`config.mk`:
```
export PLATFORM = sky130hd
export DESIGN_NAME = game_flow_controller_flat
export DESIGN_NICKNAME = d
export VERILOG_FILES = /design/src/rtl/game_flow_controller_pkg.sv /design/src/rtl/game_flow_controller_if.sv /design/src/rtl/game_flow_controller_frame_timer.sv /design/src/rtl/game_flow_controller.sv /design/src/flat_wrapper.sv
export SDC_FILE = /design/constraint.sdc
export NUM_CORES = 1
export LEC_CHECK = 0
export BUFFER_PORTS_ARGS = -buffer_cell sky130_fd_sc_hd__buf_2
export CORE_MARGIN = 5
export CORE_UTILIZATION = 30
export DETAILED_ROUTE_END_ITERATION = 8
export PLACE_DENSITY = 0.57
export SKIP_CTS_REPAIR_TIMING = 1
export SKIP_LAST_GASP = 1
export SYNTH_ARGS = -nofsm -noshare
export SYNTH_HDL_FRONTEND = slang
export SYNTH_HIERARCHICAL = 1
export SYNTH_SLANG_ARGS = --single-unit
```
`constraint.sdc`:
```
create_clock -name i_Clk -period 4.1 [get_ports i_Clk]
set_input_delay 0 -clock i_Clk [delete_from_list [all_inputs] [get_ports i_Clk]]
set_output_delay 0 -clock i_Clk [all_outputs]
set_load 0.1 [all_outputs]
```
`src/rtl/game_flow_controller_pkg.sv`:
```
// Shared state encodings and default timing constants for the Frogger game flow controller.
package game_flow_controller_pkg;

    typedef enum logic [2:0] {
        IDLE        = 3'd0,
        ARMED       = 3'd1,
        RUNNING     = 3'd2,
        DYING       = 3'd3,
        LEVEL_PAUSE = 3'd4,
        GAME_OVER   = 3'd5
    } state_t;

    localparam int unsigned C_START_LIVES  = 3;
    localparam int unsigned C_DEATH_FRAMES = 60;
    localparam int unsigned C_LEVEL_FRAMES = 30;
    localparam int unsigned C_OVER_FRAMES  = 120;
    localparam int unsigned C_BLINK_FRAMES = 8;

    // Thermometer code: bit k set when lives > k.
    function automatic logic [2:0] lives_to_leds(input logic [1:0] lives);
        return {lives > 2'd2, lives > 2'd1, lives > 2'd0};
    endfunction

endpackage

```
`src/rtl/game_flow_controller_if.sv`:
```
// Switch/collision inputs and gating outputs of the game flow controller.
interface game_flow_controller_if;
    logic       i_Frame_Tick;
    logic       i_All_Switch;
    logic       i_Any_Switch;
    logic       i_Has_Collided;
    logic       i_Level_Up;
    logic       o_Game_Active;
    logic       o_Freeze;
    logic       o_Respawn;
    logic       o_Frog_Blink;
    logic [1:0] o_Lives;
    logic [2:0] o_Life_LEDs;
    logic [2:0] o_State;

    modport master (
        output i_Frame_Tick, i_All_Switch, i_Any_Switch, i_Has_Collided, i_Level_Up,
        input  o_Game_Active, o_Freeze, o_Respawn, o_Frog_Blink, o_Lives, o_Life_LEDs, o_State
    );

    modport slave (
        input  i_Frame_Tick, i_All_Switch, i_Any_Switch, i_Has_Collided, i_Level_Up,
        output o_Game_Active, o_Freeze, o_Respawn, o_Frog_Blink, o_Lives, o_Life_LEDs, o_State
    );
endinterface

```
`src/rtl/game_flow_controller_frame_timer.sv`:
```
// 8-bit frame tick counter with synchronous clear and terminal count at limit-1.
module game_flow_controller_frame_timer (
    input  logic       i_Clk,
    input  logic       i_Reset,
    input  logic       i_Clear,
    input  logic       i_Enable,
    input  logic [7:0] i_Limit,
    output logic [7:0] o_Count,
    output logic       o_Terminal
);

    always_ff @(posedge i_Clk or posedge i_Reset) begin
        if (i_Reset)
            o_Count <= '0;
        else if (i_Clear)
            o_Count <= '0;
        else if (i_Enable)
            o_Count <= o_Count + 8'd1;
    end

    assign o_Terminal = i_Enable && (o_Count == i_Limit - 8'd1);

endmodule

```
`src/rtl/game_flow_controller.sv`:
```
// Frame-timed Frogger game sequencer: start, play, death pause, level pause, game over.
// Optional feature macro: FROGGER_EXTRA_LIFE_EN (extra life every fourth level-up).
module game_flow_controller #(
    parameter int unsigned C_START_LIVES  = game_flow_controller_pkg::C_START_LIVES,
    parameter int unsigned C_DEATH_FRAMES = game_flow_controller_pkg::C_DEATH_FRAMES,
    parameter int unsigned C_LEVEL_FRAMES = game_flow_controller_pkg::C_LEVEL_FRAMES,
    parameter int unsigned C_OVER_FRAMES  = game_flow_controller_pkg::C_OVER_FRAMES,
    parameter int unsigned C_BLINK_FRAMES = game_flow_controller_pkg::C_BLINK_FRAMES
) (
    input logic                   i_Clk,
    input logic                   i_Reset,
    game_flow_controller_if.slave ifc
);
    import game_flow_controller_pkg::*;

    if (C_START_LIVES < 1 || C_START_LIVES > 3) begin : g_bad_lives
        $error("C_START_LIVES must be 1..3");
    end
    if (C_DEATH_FRAMES < 1 || C_DEATH_FRAMES > 255 || C_LEVEL_FRAMES < 1 || C_LEVEL_FRAMES > 255 ||
        C_OVER_FRAMES < 1 || C_OVER_FRAMES > 255 || C_BLINK_FRAMES < 1 || C_BLINK_FRAMES > 255) begin : g_bad_frames
        $error("frame parameters must be 1..255");
    end

    state_t     state, state_n;
    logic [1:0] lives, lives_n;
    logic       blink, blink_n;
    logic       respawn, respawn_n;
    logic       active, freeze;
    logic [2:0] leds;
    logic       coll_q, lvl_q, coll_ev, lvl_ev;
    logic [7:0] limit, count;
    logic       term, blink_toggle;

`ifdef FROGGER_EXTRA_LIFE_EN
    logic [1:0] level_cnt, level_cnt_n;
`endif

    assign coll_ev = ifc.i_Has_Collided & ~coll_q;
    assign lvl_ev  = ifc.i_Level_Up & ~lvl_q;

    always_comb begin
        case (state)
            DYING:       limit = 8'(C_DEATH_FRAMES);
            LEVEL_PAUSE: limit = 8'(C_LEVEL_FRAMES);
            GAME_OVER:   limit = 8'(C_OVER_FRAMES);
            default:     limit = '0;
        endcase
    end

    // Timer restarts on every state change, including 6/7 recovery.
    game_flow_controller_frame_timer u_frame_timer (
        .i_Clk      (i_Clk),
        .i_Reset    (i_Reset),
        .i_Clear    (state_n != state),
        .i_Enable   (ifc.i_Frame_Tick),
        .i_Limit    (limit),
        .o_Count    (count),
        .o_Terminal (term)
    );

    assign blink_toggle = ifc.i_Frame_Tick &&
                          ((({1'b0, count} + 9'd1) % 9'(C_BLINK_FRAMES)) == 9'd0);

    always_comb begin
        state_n   = state;
        lives_n   = lives;
        blink_n   = 1'b0;
        respawn_n = 1'b0;
`ifdef FROGGER_EXTRA_LIFE_EN
        level_cnt_n = level_cnt;
`endif
        case (state)
            IDLE: begin
                if (ifc.i_All_Switch) begin
                    state_n = ARMED;
                    lives_n = 2'(C_START_LIVES);
`ifdef FROGGER_EXTRA_LIFE_EN
                    level_cnt_n = '0;
`endif
                end
            end
            ARMED: begin
                if (!ifc.i_Any_Switch) begin
                    state_n   = RUNNING;
                    respawn_n = 1'b1;
                end
            end
            RUNNING: begin
                if (coll_ev) begin
                    lives_n = (lives == 2'd0) ? 2'd0 : lives - 2'd1;
                    state_n = (lives <= 2'd1) ? GAME_OVER : DYING;
                    blink_n = 1'b1;
                end else if (lvl_ev) begin
                    state_n = LEVEL_PAUSE;
`ifdef FROGGER_EXTRA_LIFE_EN
                    level_cnt_n = level_cnt + 2'd1;
                    if (level_cnt == 2'd3 && lives != 2'd3)
                        lives_n = lives + 2'd1;
`endif
                end
            end
            DYING: begin
                blink_n = blink_toggle ? ~blink : blink;
                if (term) begin
                    state_n   = RUNNING;
                    respawn_n = 1'b1;
                    blink_n   = 1'b0;
                end
            end
            LEVEL_PAUSE: begin
                if (term)
                    state_n = RUNNING;
            end
            GAME_OVER: begin
                blink_n = 1'b1;
                if (term) begin
                    state_n = IDLE;
                    blink_n = 1'b0;
                end
            end
            default: state_n = IDLE;
        endcase
    end

    always_ff @(posedge i_Clk or posedge i_Reset) begin
        if (i_Reset) begin
            state   <= IDLE;
            lives   <= '0;
            blink   <= 1'b0;
            respawn <= 1'b0;
            active  <= 1'b0;
            freeze  <= 1'b0;
            leds    <= '0;
            coll_q  <= 1'b0;
            lvl_q   <= 1'b0;
        end else begin
            state   <= state_n;
            lives   <= lives_n;
            blink   <= blink_n;
            respawn <= respawn_n;
            active  <= (state_n == RUNNING);
            freeze  <= (state_n == DYING) || (state_n == LEVEL_PAUSE) || (state_n == GAME_OVER);
            leds    <= lives_to_leds(lives_n);
            coll_q  <= ifc.i_Has_Collided;
            lvl_q   <= ifc.i_Level_Up;
        end
    end

`ifdef FROGGER_EXTRA_LIFE_EN
    always_ff @(posedge i_Clk or posedge i_Reset) begin
        if (i_Reset)
            level_cnt <= '0;
        else
            level_cnt <= level_cnt_n;
    end
`endif

    assign ifc.o_State       = state;
    assign ifc.o_Lives       = lives;
    assign ifc.o_Life_LEDs   = leds;
    assign ifc.o_Frog_Blink  = blink;
    assign ifc.o_Respawn     = respawn;
    assign ifc.o_Game_Active = active;
    assign ifc.o_Freeze      = freeze;

endmodule

```
`src/flat_wrapper.sv`:
```
// flat-port wrapper written by rule: the top's interface ports become plain ports
module game_flow_controller_flat import game_flow_controller_pkg::*;
#(
    parameter int unsigned C_START_LIVES  = game_flow_controller_pkg::C_START_LIVES,
    parameter int unsigned C_DEATH_FRAMES = game_flow_controller_pkg::C_DEATH_FRAMES,
    parameter int unsigned C_LEVEL_FRAMES = game_flow_controller_pkg::C_LEVEL_FRAMES,
    parameter int unsigned C_OVER_FRAMES  = game_flow_controller_pkg::C_OVER_FRAMES,
    parameter int unsigned C_BLINK_FRAMES = game_flow_controller_pkg::C_BLINK_FRAMES
)
  (i_Clk, i_Reset, ifc_i_Frame_Tick, ifc_i_All_Switch, ifc_i_Any_Switch, ifc_i_Has_Collided, ifc_i_Level_Up, ifc_o_Game_Active, ifc_o_Freeze, ifc_o_Respawn, ifc_o_Frog_Blink, ifc_o_Lives, ifc_o_Life_LEDs, ifc_o_State);
  game_flow_controller_if ifc_i ();
  input logic i_Clk;
  input logic i_Reset;
  input wire logic [$bits(ifc_i.i_Frame_Tick)-1:0] ifc_i_Frame_Tick;
  input wire logic [$bits(ifc_i.i_All_Switch)-1:0] ifc_i_All_Switch;
  input wire logic [$bits(ifc_i.i_Any_Switch)-1:0] ifc_i_Any_Switch;
  input wire logic [$bits(ifc_i.i_Has_Collided)-1:0] ifc_i_Has_Collided;
  input wire logic [$bits(ifc_i.i_Level_Up)-1:0] ifc_i_Level_Up;
  output wire logic [$bits(ifc_i.o_Game_Active)-1:0] ifc_o_Game_Active;
  output wire logic [$bits(ifc_i.o_Freeze)-1:0] ifc_o_Freeze;
  output wire logic [$bits(ifc_i.o_Respawn)-1:0] ifc_o_Respawn;
  output wire logic [$bits(ifc_i.o_Frog_Blink)-1:0] ifc_o_Frog_Blink;
  output wire logic [$bits(ifc_i.o_Lives)-1:0] ifc_o_Lives;
  output wire logic [$bits(ifc_i.o_Life_LEDs)-1:0] ifc_o_Life_LEDs;
  output wire logic [$bits(ifc_i.o_State)-1:0] ifc_o_State;
  assign ifc_i.i_Frame_Tick = ifc_i_Frame_Tick;
  assign ifc_i.i_All_Switch = ifc_i_All_Switch;
  assign ifc_i.i_Any_Switch = ifc_i_Any_Switch;
  assign ifc_i.i_Has_Collided = ifc_i_Has_Collided;
  assign ifc_i.i_Level_Up = ifc_i_Level_Up;
  assign ifc_o_Game_Active = ifc_i.o_Game_Active;
  assign ifc_o_Freeze = ifc_i.o_Freeze;
  assign ifc_o_Respawn = ifc_i.o_Respawn;
  assign ifc_o_Frog_Blink = ifc_i.o_Frog_Blink;
  assign ifc_o_Lives = ifc_i.o_Lives;
  assign ifc_o_Life_LEDs = ifc_i.o_Life_LEDs;
  assign ifc_o_State = ifc_i.o_State;
  game_flow_controller #(.C_START_LIVES(C_START_LIVES), .C_DEATH_FRAMES(C_DEATH_FRAMES), .C_LEVEL_FRAMES(C_LEVEL_FRAMES), .C_OVER_FRAMES(C_OVER_FRAMES), .C_BLINK_FRAMES(C_BLINK_FRAMES)) u_core (.i_Clk(i_Clk), .i_Reset(i_Reset), .ifc(ifc_i));
endmodule
```
==> results by group <==
Run status
  • Outcome: complete, no violations

Critical path
  • Worst-path fanout max: 14
  • CP Capture Type: register
  • Crit start category: register
  • CP arrival: between 3 and 4 ns
  • CP Class: reg2reg
  • Worst EP required: 4.26 ns

Timing
  • Setup violators final: 0
  • Final Hold Viols: 0
  • Clock Skew: 0.00169 ns
  • Worst-Margin Slew: 0.614 ns
  • Slew Viols, Final: 0
  • Setup TNS: 0 ns
  • Final WS setup: between 0.3 and 0.4 ns
  • Period utilization: just over 90%
  • Min Clock Period, post-route: between 3 and 4 ns
  • RSZ-0062 raised after global routing: false
  • Fmax: ~270 MHz
  • Relative slew slack: 58.7%

Cells and area
  • Area growth syn-to-layout: 20.4%
  • Ratio of cells with drive above 1 in the final layout: between 20 and 25%
  • Most frequent cells in the layout: dfrtp_1 (19), buf_2 (18), nor2_1 (17), xnor2_1 (13), inv_1 (8)
  • Design Area, Final: ~1600 µm²
  • Final nets: 178
  • Commonest non-fill, non-tap cell in the layout: dfrtp_1
  • Fill count: 455
  • Antenna Cells: 0
  • Finished Core Util: between 30% and 40%

Floorplanning
  • Die Area: a little under 6000 µm²
  • Die Span Y: roughly 77 µm
  • Rows: 24
  • Die Width: 76.7 µm
  • Area of the core: approximately 4300 µm²
  • Starting density of the core: between 30% and 40%
  • Io pins: 19

Worst hold path
  • Worst hold-check path type: in2reg

Clock tree
  • H-tree depth: 1
  • CTS tree: built
  • Worst skew pair latency: roughly 0.26 ns
  • Root Driver: clkbuf_8
  • Clock Path Buffers: 2
  • Clk sinks: 22
  • CTS buffer count: 3
  • Clk slew on worst S/H paths: about 0.080 ns

Synthesis
  • Synthesized area: between 1000 and 1500 µm²
  • Async SR Flop Fraction: 100%
  • Yosys warns: 6
  • Post-synthesis area per instance: roughly 9.4 µm²
  • Synth Flop Type: dfrtp_1
  • Flops & latches, synth: 22
  • Top cells by area, synth: dfrtp_1 (41%), xnor2_1 (8.5%), nor2_1 (4.8%)
  • Synth unique cells: between 40 and 50
  • Mapped Cells: approximately 140
  • Area share of the leading cell type in the synthesized netlist: 41.2%
  • Cell taking the most area after synthesis: dfrtp_1
  • Post-synth EDFFs: 0
  • Seq/Total Area, Yosys: between 40 and 50%

Drt
  • Avg WL per Cell: 12.7 µm
  • Drt via density: approximately 4.9
  • Initial drt markers: around 70
  • Post-route DRC: 0
  • TritonRoute pass-1 iters: 4
  • Post-route ant nets: 0
  • Routed wire length: 2800 µm
  • Via Count: approximately 1100

GRT
  • Largest net degree at the start of global routing: 15
  • Total track usage: between 10% and 20%
  • First-pass GRT wire length: around 4900 µm
  • Initial antenna violation count: 0
  • Vias in the first global route: roughly 1000
  • Global route total overflow: 0

Placed design
  • Placement Setup Slack: around 0.23 ns
  • Cell Area, Placed: 1500 µm²
  • I/O Buffers: 18
  • DP HPWL: roughly 2100 µm
  • Final GP Congestion: 0.844

Run
  • MaxCap Viol Count: 0
through the flow:
step / hold WS, ns / std cells
after floorplan: -0.184 / 146
after global placement: -0.0202 / 213
after detailed placement: -0.0220 / 213
after CTS: -0.313 / 217
after global routing: 0.105 / 220
final: 0.104 / 220
state kept, by name, indices dropped and copies added, names as in the netlist, 2 cells and up:
name                          cells
u_core/ifc.o_State                3
u_core/u_frame_timer/o_Count      8
u_core/ifc.o_Lives                2
u_core/ifc.o_Life_LEDs            3
final cells by class:
type / count / area [µm²] / share of cell area (%)
clock buffers: 3 / 41.3 / 2.57
multi-input cells: 110 / 748 / 46.5
inverters: 9 / 33.8 / 2.10
well taps: 52 / 65.1 / 4.05
repair buffers: 23 / 135 / 8.40
clock inverters: 1 / 30.0 / 1.87
flip-flops and latches: 22 / 554 / 34.5
worst paths after layout:
| path | start | to | slack (ns) | cells after the start |
|---|---|---|---|---|
| min in group asynchronous | i_Reset | u_core/u_frame_timer/o_Count[1] | 0.24 | 3 |
| max in group asynchronous | i_Reset | u_core/ifc.o_State[1] | 3.43 | 3 |
| hold / removal | ifc_i_Frame_Tick | u_core/u_frame_timer/o_Count[0] | 0.10 | 3 |
| setup / recovery | u_core/ifc.o_State[1] | u_core/u_frame_timer/o_Count[7] | 0.37 | 15 |
| hold reg to reg | u_core/ifc.o_Lives[1] | u_core/ifc.o_Life_LEDs[2] | 0.57 | 1 |
| setup reg to reg | u_core/ifc.o_State[1] | u_core/u_frame_timer/o_Count[7] | 0.37 | 15 |
cells in the mapped netlist (all sizes together) (3+ instances only):
library cell / number
inv: 9
or4: 3
buf: 3
nand2b: 6
xnor2: 13
o21ai: 6
xor2: 5
nand2: 7
nand4: 3
nand3: 4
nor3: 3
nor2: 17
dfrtp: 22
cells by family (layout without fill, tap and decap cells):
logic type / Yosys count / count (layout) / synth area share (%)
muxes: 2 / 2 / 1.50
AOI/OAI and AO/OA: 22 / 22 / 11.5
other: 1 / 5 / 0.281
DFF: 22 / 22 / 41.2
xor gates and xnor gates: 18 / 18 / 11.8
buffers and inverters: 14 / 36 / 4.22
adders and majority gates: 2 / 2 / 1.87
and+or+nand+nor: 61 / 61 / 27.6
worst max-delay path, cell delays in order (launching register included):
cell	delay (ns)
dfrtp_2	0.51
inv_2	0.08
nand2_1	0.12
nand2_1	0.23
or4_4	0.51
o221a_1	0.26
a211oi_1	0.28
a211oi_2	0.15
or2b_1	0.25
a21o_1	0.19
o311ai_0	0.08
nand4_1	0.33
o21ai_0	0.33
nor3_1	0.11
xnor2_1	0.14
nor2_1	0.05
routing by layer:
metal  vias up  global-route usage, %  share of wire [%]
met2        19                   15.9                 48
met4         0                   3.15               0.89
met3         2                   3.16                4.8
li1        539                      -                  -
met5         -                      0                  0
met1       520                   12.9                 46
Power is not shown: default switching activity piles up to over one toggle a cycle in this logic, so the estimate is an artifact.
